[src/rtl/vend_pkg.sv]
// vend_pkg: shared types, coin values, price and change codes for the vending FSM
package vend_pkg;
  typedef enum logic {CREDIT = 1'b0, VEND = 1'b1} state_t;
  localparam logic [3:0] FARTHING = 4'd1;
  localparam logic [3:0] HAPENNY = 4'd2;
  localparam logic [3:0] PENNY = 4'd4;
  localparam logic [3:0] PRICE = 4'd5;
  localparam logic [3:0] CHG_F = 4'd6;
  localparam logic [3:0] CHG_H = 4'd7;
  localparam logic [3:0] CHG_HF = 4'd8;
  localparam logic [1:0] WARM_CYCLES = 2'd3;
  function automatic logic [3:0] coin_value(input logic f, input logic h, input logic p);
    return f ? FARTHING : h ? HAPENNY : p ? PENNY : 4'd0;
  endfunction
  function automatic logic [1:0] coin_count(input logic f, input logic h, input logic p);
    return {1'b0, f} + {1'b0, h} + {1'b0, p};
  endfunction
endpackage

[src/rtl/vend_fsm_edge_sync.sv]
// edge_sync: two-flop synchronizer followed by a one-cycle rising-edge pulse
module edge_sync (
  input  logic clk,
  input  logic reset,
  input  logic d,
  output logic pulse
);
  logic s1, s2, s3;
  // synchronize the raw switch level and keep one delayed copy for edge detection
  always_ff @(posedge clk or posedge reset)
    if (reset) {s1, s2, s3} <= 3'b000;
    else {s1, s2, s3} <= {d, s1, s2};
  assign pulse = s2 & ~s3;
endmodule

[src/rtl/vend_fsm.sv]
// vend_fsm: coin-accepting vending controller with timed vend/change hold
module vend_fsm
  import vend_pkg::*;
#(
  parameter int HOLD_CYCLES = 50_000_000
) (
  input  logic       clk,
  input  logic       reset,
  input  logic       f_in,
  input  logic       h_in,
  input  logic       p_in,
  output logic [3:0] code,
  output logic       vend,
  output logic       busy
);
  localparam int CW = (HOLD_CYCLES > 1) ? $clog2(HOLD_CYCLES) : 1;
  localparam logic [CW-1:0] LAST = CW'(HOLD_CYCLES - 1);
  state_t state, nxt_state;
  logic [CW-1:0] cnt, cnt_d;
  logic [1:0] warm, warm_d;
  logic [3:0] code_d, sum;
  logic vend_d, busy_d, f_p, h_p, p_p, accept, expire;
  edge_sync u_f (.clk(clk), .reset(reset), .d(f_in), .pulse(f_p));
  edge_sync u_h (.clk(clk), .reset(reset), .d(h_in), .pulse(h_p));
  edge_sync u_p (.clk(clk), .reset(reset), .d(p_in), .pulse(p_p));
  assign accept = state == CREDIT && warm == 2'd0 && coin_count(f_p, h_p, p_p) == 2'd1;
  assign expire = state == VEND && cnt == LAST;
  assign sum = code + coin_value(f_p, h_p, p_p);
  // state and all outputs are registered; reset starts the warm-up window
  always_ff @(posedge clk or posedge reset)
    if (reset) begin
      state <= CREDIT;
      cnt <= '0;
      warm <= WARM_CYCLES;
      code <= 4'd0;
      vend <= 1'b0;
      busy <= 1'b1;
    end else begin
      state <= nxt_state;
      cnt <= cnt_d;
      warm <= warm_d;
      code <= code_d;
      vend <= vend_d;
      busy <= busy_d;
    end
  // enter VEND once credit reaches the price, leave when the hold expires
  always_comb
    nxt_state = state == CREDIT ? ((accept && sum >= PRICE) ? VEND : CREDIT) :
                (expire ? CREDIT : VEND);
  // next output values: coins during VEND or expiry are simply dropped
  always_comb begin
    code_d = expire ? 4'd0 : accept ? sum : code;
    cnt_d = (state == VEND && !expire) ? cnt + CW'(1) : '0;
    warm_d = warm != 2'd0 ? warm - 2'd1 : 2'd0;
    vend_d = nxt_state == VEND;
    busy_d = nxt_state == VEND || warm_d != 2'd0;
  end
endmodule

[config.mk]
export PLATFORM = sky130hd
export DESIGN_NAME = vend_fsm
export DESIGN_NICKNAME = d
export VERILOG_FILES = /design/src/rtl/vend_pkg.sv /design/src/rtl/vend_fsm_edge_sync.sv /design/src/rtl/vend_fsm.sv
export SDC_FILE = /design/constraint.sdc
export NUM_CORES = 1
export LEC_CHECK = 0
export CORE_ASPECT_RATIO = 0.9
export CORE_UTILIZATION = 59
export DETAILED_ROUTE_END_ITERATION = 10
export GPL_TIMING_DRIVEN = 0
export PLACE_DENSITY = 0.79
export REMOVE_ABC_BUFFERS = 1
export SKIP_CTS_REPAIR_TIMING = 1
export SYNTH_ARGS = -nofsm -noshare
export SYNTH_HDL_FRONTEND = slang
export SYNTH_SLANG_ARGS = --single-unit
[constraint.sdc]
create_clock -name clk -period 5.6 [get_ports clk]
set_input_delay 1.12 -clock clk [delete_from_list [all_inputs] [get_ports clk]]
set_output_delay 1.12 -clock clk [all_outputs]
set_load 0.02 [all_outputs]
After elaboration in Yosys (flattened, before gate mapping)
Index checks and enable logic that the tools add are counted.
{ "word_totals": {"output_inout_bits": 6, "ff_bits": 43} }
{ "classes": {"bitwise_logic": 7, "magnitude_cmp": 1, "eq_ne": 2, "add_sub_neg": 5, "n_reduce_logical": 11, "muxes": 10} }
{ "ops": {"columns": ["op", "count"], "rows": [
  ["$add 26x1->26 const B", 1],
  ["$eq 26x26->1 const B", 1],
  ["$mux 26", 1],
  ["$mux 3", 3],
  ["$mux 4", 2],
  ["$reduce_bool 2->1", 3],
  ["$logic_and 1x1->1", 5],
  ["$add 4x3->4", 1],
  ["$ge 4x3->1 const B", 1],
  ["$not 1->1", 4],
  ["$and 1x1->1", 3],
  ["$mux 1", 3],
  ["$add 1x1->2", 1],
  ["$add 2x1->2", 1],
  ["$eq 2x1->1 const B", 1],
  ["$logic_not 2->1", 1],
  ["$mux 2", 1],
  ["$sub 2x1->2 const B", 1],
  ["$logic_not 1->1", 1],
  ["$logic_or 1x1->1", 1]
]} }

Logic depth before layout (Yosys ltp)
{ "logic_depth": {"ltp_word": 11, "mapped_depth": 8, "mapped_depth_nobuf": 8} }

By module
A second synthesis with hierarchy kept.
{ "unflattened": {"hier_cells": 202, "area_unflattened_um2": 2143.3} }
{ "modules_own_cells": {"columns": ["mod", "area_per_inst_um2", "seq_area_each_um2", "n_inst", "cells_per_inst"], "rows": [
  ["vend_fsm", 1865.5, 854.6, 1, 187],
  ["edge_sync", 92.6, 75.1, 3, 5]
]} }

Least setup slack after synthesis
No wires, ideal clock.
{ "synth_path": {"kind": "register to register", "from": "reg u_f.s3", "to": "reg code[3]", "slack_ns": 3.412, "setup_ns": 0.136, "path_stages_with_launch": 8, "t_arrival_ns": 2.052, "path_buffers": 0, "cell_sequence": "dfrtp_1 nor2b_1 inv_1 fa_1 nor4_1 nor2b_1 xnor2_1 a21oi_1"} }
{ "synth_via": {"elab_chain_len": 7, "elab_cells_between_ends": 11, "cone_classes": "add/sub: 3; eq/ne: 1; mux: 3; bitwise: 2; reduce/logical: 2"} }
{ "synth_lines": {"columns": ["element", "line_no", "text"], "rows": [
  ["start: declaration", "vend_fsm_edge_sync.sv:8", "logic s1, s2, s3;"],
  ["start signal: assignment", "vend_fsm_edge_sync.sv:12", "else {s1, s2, s3} <= {d, s1, s2};"],
  ["$not 1->1 *", "vend_fsm_edge_sync.sv:13", "assign pulse = s2 & ~s3;"],
  ["$and 1x1->1 *", "vend_fsm_edge_sync.sv:13", null],
  ["$add 1x1->2", "vend_pkg.sv:16", "return {1'b0, f} + {1'b0, h} + {1'b0, p};"],
  ["$add 2x1->2", "vend_pkg.sv:16", null],
  ["$eq 2x1->1", "vend_fsm.sv:26", "assign accept = state == CREDIT && warm == 2'd0 && coin_count(f_p, h_p, p_p) == 2'd1;"],
  ["$logic_and 1x1->1", "vend_fsm.sv:26", null],
  ["$reduce_bool 2->1 (no line)", null, null],
  ["end signal: assignment", "vend_fsm.sv:42", "code <= code_d;"],
  ["end: declaration", "vend_fsm.sv:12", "output logic [3:0] code,"]
]} }
Every way passes the cells marked *; elsewhere a longest branch is shown, timed or not. The select of a mux whose other input is x is not followed.
A chain may end at the register's enable or synchronous reset.

==> summary.md <==
| Metric | Value |
|---|---|
| Final min period | `between 2 and 3 ns` |
| Clock-pin slew on the worst setup and hold paths | `0.09 ns` |
| Crit path max fanout | `11` |
| PortBufs | `10` |
| Cells along the critical path | `clkdlybuf4s50_1` |
| Cell taking the most area after synthesis | `dfrtp_1` |
| Vias in the first global route | `1425` |
| Family with the most delay on the worst path | `buffers and inverters` |
| NumNets Final | `215` |
| Synth-to-Final Area Change | `10.4%` |
| R2R Setup Slk | `3.04 ns` |
| Drt pass-1 iters | `4` |
| Slew @ Worst Pin | `0.998 ns` |
| Fin. max-slew vios | `0` |
| Pre-CTS WS | `between 3 and 4 ns` |
| Unrepaired setup endpoints after global routing | `false` |
| Post-DP Area | `2140 um2` |
| Yosys cell types | `37` |
| Layout cells sized above 1 | `7.80%` |
| Total stage count of the critical path | `1` |
| Critical path arrival | `1.54 ns` |
| Total number of vias | `1413` |
| R2r worst-path depth | `7` |
| Inserted Diodes | `0` |
| Vert. Die Dim | `57.6 um` |
| Largest net degree at the start of global routing | `44` |
| Gr usage total | `23.8%` |
| Top-count cell post-synth | `dfrtp_1` |
| Syn. warnings | `0` |
| WS Path Type | `register to primary output` |
| Post-Layout Inst Area | `around 2200 um2` |
| Number of synthesized flops with an enable pin | `0` |
| Synth cell count leaders | `dfrtp_1 (40), nor2_1 (35), xor2_1 (16)` |
| Worst Path Required | `roughly 4.5 ns` |
| Detailed placement HPWL | `2.56 mm` |
| Initial antenna violation count | `0` |
| R2R Path Start | `u_f.s2` |
| CTS tree | `yes` |
| Setup crit start | `state` |
| Clk_lat worst skew | `about 0.3 ns` |
| Top FF cell, synth | `dfrtp_1` |
| GRT overflow | `0` |
| Max cap viols | `0` |
| Synthesized area per cell | `10.6 um2` |
| WL per Instance | `14.9 um` |
| H-Tree Depth | `2` |
| Max clock buf depth | `2` |
| Final period util | `47.5%` |
| Synth Cell Area | `2030 um2` |
| Reg-to-Reg End | `code[3]` |
| Non-filler cells, final | `247` |
| Max VDD drop | `0.000254 V` |
| Pleak | `0.988 nW` |
| Row cnt | `19` |
| Outcome | `finished clean` |
| Die Area | `about 3700 um2` |
| Post-route setup slack | `2.94 ns` |
| First-pass GRT wire length | `6.48 mm` |
| Fin. Hold Viols | `0` |
| CP startpoint kind | `register` |
| Initial Util | `64.1%` |
| Clk_skew | `0.00599 ns` |
| Worst Setup EP | `vend` |
| Async SR Flop Fraction | `100%` |
| Synth Instances | `192` |
| PwrDens | `362 nW/um2` |
| CTS Sinks | `43` |
| Yosys top cell area share | `between 40% and 50%` |
| Hold Path Class | `register to register` |
| GP Congestion | `0.845` |
| Placed cells | `239` |
| DRT Wirelength | `3.69 mm` |
| Root buffer cell | `clkbuf_8` |
| Setup TNS | `0 ns` |
| Sequential share of the synthesized area | `53.3%` |
| Die Span X | `63.8 um` |
| I/O Pins | `11` |
| Max-Slew Margin vs Limit | `32.9%` |
| Yosys reg bits | `43` |
| Hold Crit Start | `u_f.s1` |
| Final setup vio count | `0` |
| Post-route ant nets | `0` |
| # DRC | `0` |
| Fillers | `219` |
| Buffers & Inverters on Critical Path | `1` |
| Avg Vias per Cell | `5.72` |
| Fmax | `0.376 GHz` |
| CORE AREA | `3160 um2` |
| CP Capture Type | `primary output` |
| Delay of the slowest critical-path stage | `0.67 ns` |
| Initial detailed-routing violation count | `131` |
| Top post-synthesis cells by area | `dfrtp_1 (49%), xor2_1 (6.9%), nor2_1 (6.5%), dfstp_2 (3.9%), xnor2_1 (3.5%)` |
| Num CTS Buffers | `5` |
| Slowest-stage cell, CP | `clkdlybuf4s50_1` |
-- metal layers --
metal	vias up	wire length (um)	global-route usage (%)
met4	0	57	10.7
met2	54	1820	36.8
met3	7	203	6.00
li1	679	-	-
met1	673	1610	32.0
met5	-	0	0
-- worst min-delay path by stage --
stage | end | slack [ns] | cells after the start
2_1_floorplan | u_f.s2 | 0.33 | 0
3_3_place_gp | u_h.s2 | 0.33 | 0
3_5_place_dp | u_f.s2 | 0.33 | 0
4_1_cts | u_f.s2 | 0.36 | 0
5_1_grt | u_f.s2 | 0.36 | 0
6_report | u_f.s2 | 0.35 | 0
-- state kept, by name, indices dropped and copies added, names as in the netlist --
name    count
u_f.s1      1
state       1
busy        1
u_p.s1      1
u_p.s2      1
u_p.s3      1
code        4
u_h.s3      1
warm        2
cnt        26
u_f.s3      1
u_h.s2      1
u_f.s2      1
u_h.s1      1
-- cells in the final DEF (no fill, tap or decap), types with 2 or more instances in the layout --
cell / count
a21oi_1: 5
and2_1: 2
and3_1: 3
clkbuf_8: 5
clkdlybuf4s50_1: 10
clkinvlp_4: 2
dfrtp_1: 40
dfstp_2: 3
fa_1: 2
ha_1: 4
inv_1: 4
mux2i_1: 4
nand2_1: 12
nand2b_1: 3
nand3_1: 9
nand4_1: 10
nand4b_1: 2
nor2_1: 35
nor2b_1: 3
nor3_1: 4
o21ai_0: 2
xnor2_1: 8
xor2_1: 16
-- final cells by class --
| cell class | instances | area (um2) | share of cell area (%) |
|---|---|---|---|
| multi-input combinational | 139 | 893 | 39.9 |
| clock inverter | 3 | 23.8 | 1.06 |
| sequential | 43 | 1080 | 48.3 |
| clock buffer | 5 | 68.8 | 3.08 |
| timing repair buffer | 10 | 100 | 4.47 |
| tap | 42 | 52.6 | 2.35 |
| inverter | 5 | 18.8 | 0.839 |
-- stage by stage --
| stage | power, mW | utilization [%] | hold WS [ns] |
|---|---|---|---|
| floorplan | 0.534 | - | 0.331 |
| global route | 0.857 | 70.8 | 0.356 |
| CTS | 0.818 | 70.8 | 0.356 |
| global placement | 0.601 | 67.8 | 0.332 |
| finish | 0.810 | 70.8 | 0.355 |
| detailed placement | 0.614 | 67.8 | 0.335 |
-- where the power goes --
| part | switching [mW] | internal, mW | leakage (nW) |
|---|---|---|---|
| sequential | 0.0437 | 0.353 | 0.550 |
| clock | 0.113 | 0.0891 | 0.0408 |
| combinational | 0.117 | 0.0943 | 0.398 |
-- kinds of logic after synthesis --
logic type | Yosys count | synth area share [%]
DFF | 43 | 53.3
adders and majority gates | 6 | 4.45
AOI/OAI and AO/OA | 10 | 2.78
xor gates and xnor gates | 24 | 10.4
muxes | 4 | 1.98
buffers and inverters | 10 | 2.59
and+or+nand+nor | 95 | 24.5
Power figures use the tool's default switching activity.
